--- src/rtl/pe_pkg.sv ---
// Shared constants and mode encoding for the multimode processing element.
package pe_pkg;

    localparam int unsigned PE_DATA_W = 16;
    localparam int unsigned PE_ACC_W  = 40;

    typedef enum logic [1:0] {
        MODE_MAC    = 2'b00,
        MODE_L1     = 2'b01,
        MODE_L2     = 2'b10,
        MODE_BYPASS = 2'b11
    } pe_mode_e;

endpackage

--- src/rtl/pe_weight_buf.sv ---
// Double-buffered weight storage: one bank feeds the datapath while the
// other is loaded from the column daisy-chain; SWAP exchanges their roles.
module pe_weight_buf
    import pe_pkg::*;
#(
    parameter int unsigned DATA_W = PE_DATA_W
) (
    input  logic                     CLK,
    input  logic                     RESET,
    input  logic                     W_EN,
    input  logic                     SWAP,
    input  logic signed [DATA_W-1:0] in_weight,
    output logic signed [DATA_W-1:0] active_w,
    output logic signed [DATA_W-1:0] shadow_w
);

    logic signed [DATA_W-1:0] bank0;
    logic signed [DATA_W-1:0] bank1;
    logic                     act_bank;

    // Bank writes always target the pre-swap shadow, so a simultaneous
    // write and swap makes the freshly written weight active next cycle.
    always_ff @(posedge CLK or negedge RESET) begin
        if (!RESET) begin
            bank0    <= '0;
            bank1    <= '0;
            act_bank <= 1'b0;
        end else begin
            if (W_EN) begin
                if (act_bank) bank0 <= in_weight;
                else          bank1 <= in_weight;
            end
            if (SWAP) act_bank <= ~act_bank;
        end
    end

    assign active_w = act_bank ? bank1 : bank0;
    assign shadow_w = act_bank ? bank0 : bank1;

endmodule

--- src/rtl/pe_multimode.sv ---
// Systolic-array PE: two-stage MAC / L1 / L2 / bypass pipeline with a shared
// multiplier, saturating partial-sum accumulation and double-buffered weights.
module pe_multimode
    import pe_pkg::*;
#(
    parameter int unsigned DATA_W = PE_DATA_W,
    parameter int unsigned ACC_W  = PE_ACC_W
) (
    input  logic                     CLK,
    input  logic                     RESET,
    input  logic                     EN,
    input  logic [1:0]               MODE,
    input  logic                     in_valid,
    input  logic signed [DATA_W-1:0] active_left,
    output logic signed [DATA_W-1:0] active_right,
    output logic                     act_valid_out,
    input  logic signed [ACC_W-1:0]  in_sum,
    output logic signed [ACC_W-1:0]  out_sum,
    output logic                     out_valid,
    input  logic                     W_EN,
    input  logic                     SWAP,
    input  logic signed [DATA_W-1:0] in_weight_above,
    output logic signed [DATA_W-1:0] out_weight_below,
    output logic                     sat_flag,
    input  logic                     clr_sat
);

    localparam int unsigned PROD_W = 2 * DATA_W + 2;

    if (ACC_W < PROD_W) begin : g_acc_w_check
        $error("pe_multimode: ACC_W must be at least 2*DATA_W+2");
    end

    logic signed [DATA_W-1:0] weight;
    logic signed [DATA_W:0]   diff;
    logic signed [DATA_W:0]   mul_a;
    logic signed [DATA_W:0]   mul_b;
    logic signed [PROD_W-1:0] prod;
    logic signed [ACC_W-1:0]  diff_ext;
    logic signed [ACC_W-1:0]  term;
    pe_mode_e                 mode;

    logic signed [ACC_W-1:0]  term_q;
    logic signed [ACC_W-1:0]  sum_q;
    logic                     s1_valid;

    logic signed [ACC_W:0]    sum_ext;
    logic                     ovf;
    logic signed [ACC_W-1:0]  sat_val;
    logic                     sat_set;

    pe_weight_buf #(.DATA_W(DATA_W)) u_weight_buf (
        .CLK       (CLK),
        .RESET     (RESET),
        .W_EN      (W_EN),
        .SWAP      (SWAP),
        .in_weight (in_weight_above),
        .active_w  (weight),
        .shadow_w  (out_weight_below)
    );

    assign mode     = pe_mode_e'(MODE);
    assign diff     = {weight[DATA_W-1], weight} - {active_left[DATA_W-1], active_left};
    assign diff_ext = {{(ACC_W-DATA_W-1){diff[DATA_W]}}, diff};

    // Single shared multiplier: (w,a) for MAC, (d,d) for L2.
    always_comb begin
        mul_a = {weight[DATA_W-1], weight};
        mul_b = {active_left[DATA_W-1], active_left};
        if (mode == MODE_L2) begin
            mul_a = diff;
            mul_b = diff;
        end
        prod = PROD_W'(mul_a) * PROD_W'(mul_b);
    end

    // Select the per-mode term, sign-extended to the partial-sum width.
    always_comb begin
        term = '0;
        unique case (mode)
            MODE_MAC, MODE_L2: term = {{(ACC_W-PROD_W){prod[PROD_W-1]}}, prod};
            MODE_L1:           term = diff[DATA_W] ? -diff_ext : diff_ext;
            MODE_BYPASS:       term = '0;
            default:           term = '0;
        endcase
    end

    // Stage 1 and the east-bound activation forward; mode is captured via term.
    always_ff @(posedge CLK or negedge RESET) begin
        if (!RESET) begin
            term_q        <= '0;
            sum_q         <= '0;
            s1_valid      <= 1'b0;
            active_right  <= '0;
            act_valid_out <= 1'b0;
        end else if (EN) begin
            s1_valid      <= in_valid;
            active_right  <= active_left;
            act_valid_out <= in_valid;
            if (in_valid) begin
                term_q <= term;
                sum_q  <= in_sum;
            end
        end
    end

    assign sum_ext = {term_q[ACC_W-1], term_q} + {sum_q[ACC_W-1], sum_q};
    assign ovf     = sum_ext[ACC_W] ^ sum_ext[ACC_W-1];
    assign sat_val = sum_ext[ACC_W] ? {1'b1, {(ACC_W-1){1'b0}}} : {1'b0, {(ACC_W-1){1'b1}}};
    assign sat_set = EN & s1_valid & ovf;

    // Stage 2: saturating accumulate; bubbles leave out_sum untouched.
    always_ff @(posedge CLK or negedge RESET) begin
        if (!RESET) begin
            out_sum   <= '0;
            out_valid <= 1'b0;
        end else if (EN) begin
            out_valid <= s1_valid;
            if (s1_valid) out_sum <= ovf ? sat_val : sum_ext[ACC_W-1:0];
        end
    end

    // Sticky saturation flag; a new saturation wins over a same-cycle clear.
    always_ff @(posedge CLK or negedge RESET) begin
        if (!RESET)       sat_flag <= 1'b0;
        else if (sat_set) sat_flag <= 1'b1;
        else if (clr_sat) sat_flag <= 1'b0;
    end

endmodule

--- config.mk ---
export PLATFORM = sky130hd
export DESIGN_NAME = pe_multimode
export DESIGN_NICKNAME = d
export VERILOG_FILES = /design/src/rtl/pe_pkg.sv /design/src/rtl/pe_weight_buf.sv /design/src/rtl/pe_multimode.sv
export SDC_FILE = /design/constraint.sdc
export NUM_CORES = 1
export LEC_CHECK = 0
export ABC_AREA = 0
export CAP_MARGIN = 20
export CORE_MARGIN = 5
export CORE_UTILIZATION = 49
export CTS_BUF_LIST = sky130_fd_sc_hd__clkbuf_8
export DETAILED_ROUTE_END_ITERATION = 10
export PLACE_DENSITY = 0.68
export SETUP_SLACK_MARGIN = 0.2
export SLEW_MARGIN = 20
export SYNTH_ARGS = -nofsm -noshare
export SYNTH_HDL_FRONTEND = slang
export SYNTH_SLANG_ARGS = --single-unit
--- constraint.sdc ---
create_clock -name CLK -period 10.4 [get_ports CLK]
set_input_delay 2.08 -clock CLK [delete_from_list [all_inputs] [get_ports CLK]]
set_output_delay 2.08 -clock CLK [all_outputs]
set_load 0.1 [all_outputs]
==> results of run 1 <==
[what timing repair did]
item | in CTS | in global routing
endpoints found under the hold margin | 0 | 0
setup endpoints to repair | 0 | 16
gates resized for setup | 0 | 13
[final cells by class]
cell class / instances / area [um2]
fill: 3975 / 18100
tap: 592 / 741
sequential: 172 / 4300
clock buffer: 18 / 248
timing repair buffer: 405 / 3480
inverter: 380 / 1430
multi-input combinational: 1825 / 15800
clock inverter: 14 / 116
[how the worst min path moves through the flow]
| stage | startpoint | end | slack [ns] | cells after the start |
|---|---|---|---|---|
| after floorplan | term_q[19]$_DFFE_PN0P_ | term_q[19]$_DFFE_PN0P_ | 0.45 | 2 |
| after CTS | out_sum[39]$_DFFE_PN0P_ | out_sum[39]$_DFFE_PN0P_ | 0.49 | 2 |
| after global placement | out_sum[39]$_DFFE_PN0P_ | out_sum[39]$_DFFE_PN0P_ | 0.46 | 2 |
| final | out_sum[39]$_DFFE_PN0P_ | out_sum[39]$_DFFE_PN0P_ | 0.48 | 2 |
| after global routing | out_sum[0]$_DFFE_PN0P_ | out_sum[0]$_DFFE_PN0P_ | 0.51 | 2 |
| after detailed placement | out_sum[39]$_DFFE_PN0P_ | out_sum[39]$_DFFE_PN0P_ | 0.47 | 2 |
[critical path: cells and delay by family]
family                     cells  cell delay, ns
adders and majority gates      8            3.84
AOI/OAI and AO/OA             14            2.94
buffers and inverters          5            0.89
and+or+nand+nor                4            0.53
[flip-flops by register name (all words and copies together), names as in the netlist]
| signal | count |
|---|---|
| u_weight_buf.act_bank | 1 |
| sum_q | 40 |
| out_valid | 1 |
| u_weight_buf.bank1 | 16 |
| out_sum | 40 |
| term_q | 40 |
| sat_flag | 1 |
| s1_valid | 1 |
| active_right | 16 |
| u_weight_buf.bank0 | 16 |
[routing by layer]
metal  up-vias  GRT usage (%)  wire length, um
li1       8654              -                -
met1      8982           36.9            28800
met2       518           42.6            29000
met3        92           5.16             3900
met4         0           7.76             1820
met5         -              0                0
[cells in the mapped netlist (9+ instances only)]
master / count / area share [%]
sky130_fd_sc_hd__buf_2: 13 / 0.30
sky130_fd_sc_hd__a211oi_1: 9 / 0.31
sky130_fd_sc_hd__o21ai_1: 48 / 1.1
sky130_fd_sc_hd__nor2_1: 186 / 3.2
sky130_fd_sc_hd__and2_1: 15 / 0.43
sky130_fd_sc_hd__o21ai_0: 84 / 1.9
sky130_fd_sc_hd__dfrtp_1: 172 / 20
sky130_fd_sc_hd__mux2_2: 79 / 4.1
sky130_fd_sc_hd__o211ai_1: 12 / 0.41
sky130_fd_sc_hd__ha_1: 142 / 8.1
sky130_fd_sc_hd__xor2_1: 27 / 1.1
sky130_fd_sc_hd__clkbuf_1: 72 / 1.2
sky130_fd_sc_hd__fa_1: 298 / 27
sky130_fd_sc_hd__inv_1: 380 / 6.5
sky130_fd_sc_hd__nand3_1: 21 / 0.48
sky130_fd_sc_hd__o21a_1: 23 / 0.79
sky130_fd_sc_hd__and3_1: 12 / 0.34
sky130_fd_sc_hd__a21o_1: 46 / 1.6
sky130_fd_sc_hd__a21oi_1: 123 / 2.8
sky130_fd_sc_hd__nor2b_1: 10 / 0.29
sky130_fd_sc_hd__o21bai_1: 12 / 0.41
sky130_fd_sc_hd__xnor2_1: 54 / 2.2
sky130_fd_sc_hd__nand2b_1: 21 / 0.60
sky130_fd_sc_hd__nand4_1: 10 / 0.29
sky130_fd_sc_hd__nor3_1: 17 / 0.39
sky130_fd_sc_hd__or2_2: 10 / 0.29
sky130_fd_sc_hd__nand2_1: 414 / 7.1
sky130_fd_sc_hd__a31oi_1: 15 / 0.43
[through the flow]
step	worst slack, ns	hold WS (ns)	instances
floorplan	0.334	0.445	2475
global placement	-0.233	0.463	3374
detailed placement	-0.375	0.469	3374
CTS	0.221	0.492	3406
global route	0.207	0.514	3406
finish	0.542	0.482	3406
[kinds of logic after synthesis]
family / synth area share (%)
compound gates: 13.9
xor+xnor: 3.54
fa+ha+maj: 35.4
buf+inv: 8.50
flops: 19.7
mux: 4.27
simple gates: 14.7
==> run metrics, run 1 <==
final worst path period share=94.8%; number of clock buffers inserted by TritonCTS=17; die area=0.0489 mm2; Worst Path Class, Setup=primary input to register; Post-Route Skew=0.0154 ns; data required time at the worst endpoint=10.82 ns; DRT antenna net count=0; hold bufs inserted after CTS=0; routed via count=18246; final cell utilization of the core=59.0%; total of flip-flops plus latches after synthesis=172; Antenna Cells=0; Final Hold Vio Count=0; final critical-path required period=9.86 ns; status=completed; area of all placed cells without fillers=0.0261 mm2; count of unique library cells instantiated by Yosys=93; commonest non-fill, non-tap cell in the layout=sky130_fd_sc_hd__nand2_1; Worst Tran Pin Value=1.05 ns; Total Negative Setup Slacks=0 ns; cell occurring most often along the worst timing path=sky130_fd_sc_hd__fa_1; worst hold path class=register to register; Post-synth EDFFs=0; register area share after synthesis=19.7%; Post-Synthesis Mean Instance Area=8.83 um2; vias in the first global route=19449; number of endpoints failing setup at the final stage=0; number of iterations in the first detailed-routing pass=6; Boundary Pins=156; post-synthesis instance area=0.0219 mm2; placed wire-length estimate after detailed placement=53700 um; final routed wire length divided by cell count=18.7 um; CTS H-tree lvls=4; clock sink count=172; row count=77; capture point of the worst reg-to-reg path=term_q[28]$_DFFE_PN0P_; total count of max-transition violations in the final report=0; wire length reported by the detailed router=63500 um; depth of the most critical reg-to-reg path=30; routability congestion estimate=0.959; number of DRC markers in iteration 0=1377; detail-routed via count per cell=5.36; dominant synthesized flop cell=sky130_fd_sc_hd__dfrtp_1; die span in x=221 um; Mapped Nets=2996; Post-synth ARST share=100%; crit start category=primary input; maximum cell stage delay along the critical path=0.55 ns; number of nets in the layout=3322; CTS tree=built; Yosys warnings=0; chip height=221 um; Congestion Overflow GR=0; number of antenna violations at the first check in global routing=0; count of input and output buffers=155; CP endpoint=term_q[28]$_DFFE_PN0P_; layout cells sized above 1=14.9%; drc violations=0; Reg2Reg Setup Slack=1.25 ns; post-synthesis cell count=2475; Post-Place Cell Area=0.0257 mm2; Layout Area Growth over Synthesis=19.4%; setup repair after global routing missed its margin=false; maximum number of pins on one net before global-route repair=113; max-capacitance violation count=0; first-pass GRT wire length=105000 um; highest clock rate=101 MHz; worst path arrival time=10.28 ns; later-pin clock latency in the skew report=0.54 ns; slowest cell on the critical path=sky130_fd_sc_hd__fa_1; clock buffer depth=2; headroom to the max-slew limit=29.5%; type of destination of the critical path=register; clock-pin slew of the registers on the worst-case setup and hold paths=0.09 ns; initial cell density of the core=49.4%; commonest cells after routing, fill and taps aside=sky130_fd_sc_hd__nand2_1 (413), sky130_fd_sc_hd__inv_1 (381), sky130_fd_sc_hd__fa_1 (297); buffer type at the clock tree root=sky130_fd_sc_hd__clkbuf_8; critical path startpoint=active_left[4]; Max Fanout on Critical Path=5; Core Area=0.0442 mm2; post-CTS setup buffers=0; startpoint of the lowest-slack register-to-register path=u_weight_buf.act_bank$_DFFE_PN0P_; overall global routing resource usage=26.5%
Power of run 1 is not shown: default switching activity piles up to over one toggle a cycle in this logic, so the estimate is an artifact.
==> inputs of run 2 (changes only) <==
--- a/config.mk
+++ b/config.mk
@@ -11,6 +11,7 @@
 export CORE_UTILIZATION = 49
 export CTS_BUF_LIST = sky130_fd_sc_hd__clkbuf_8
 export DETAILED_ROUTE_END_ITERATION = 10
+export HOLD_SLACK_MARGIN = 0.15
 export PLACE_DENSITY = 0.68
 export SETUP_SLACK_MARGIN = 0.2
 export SLEW_MARGIN = 20
==> results of run 2 <==
The final DEF is identical to that of run 1; final timing and power are the same.
Power of run 2 is left out for the same reason.
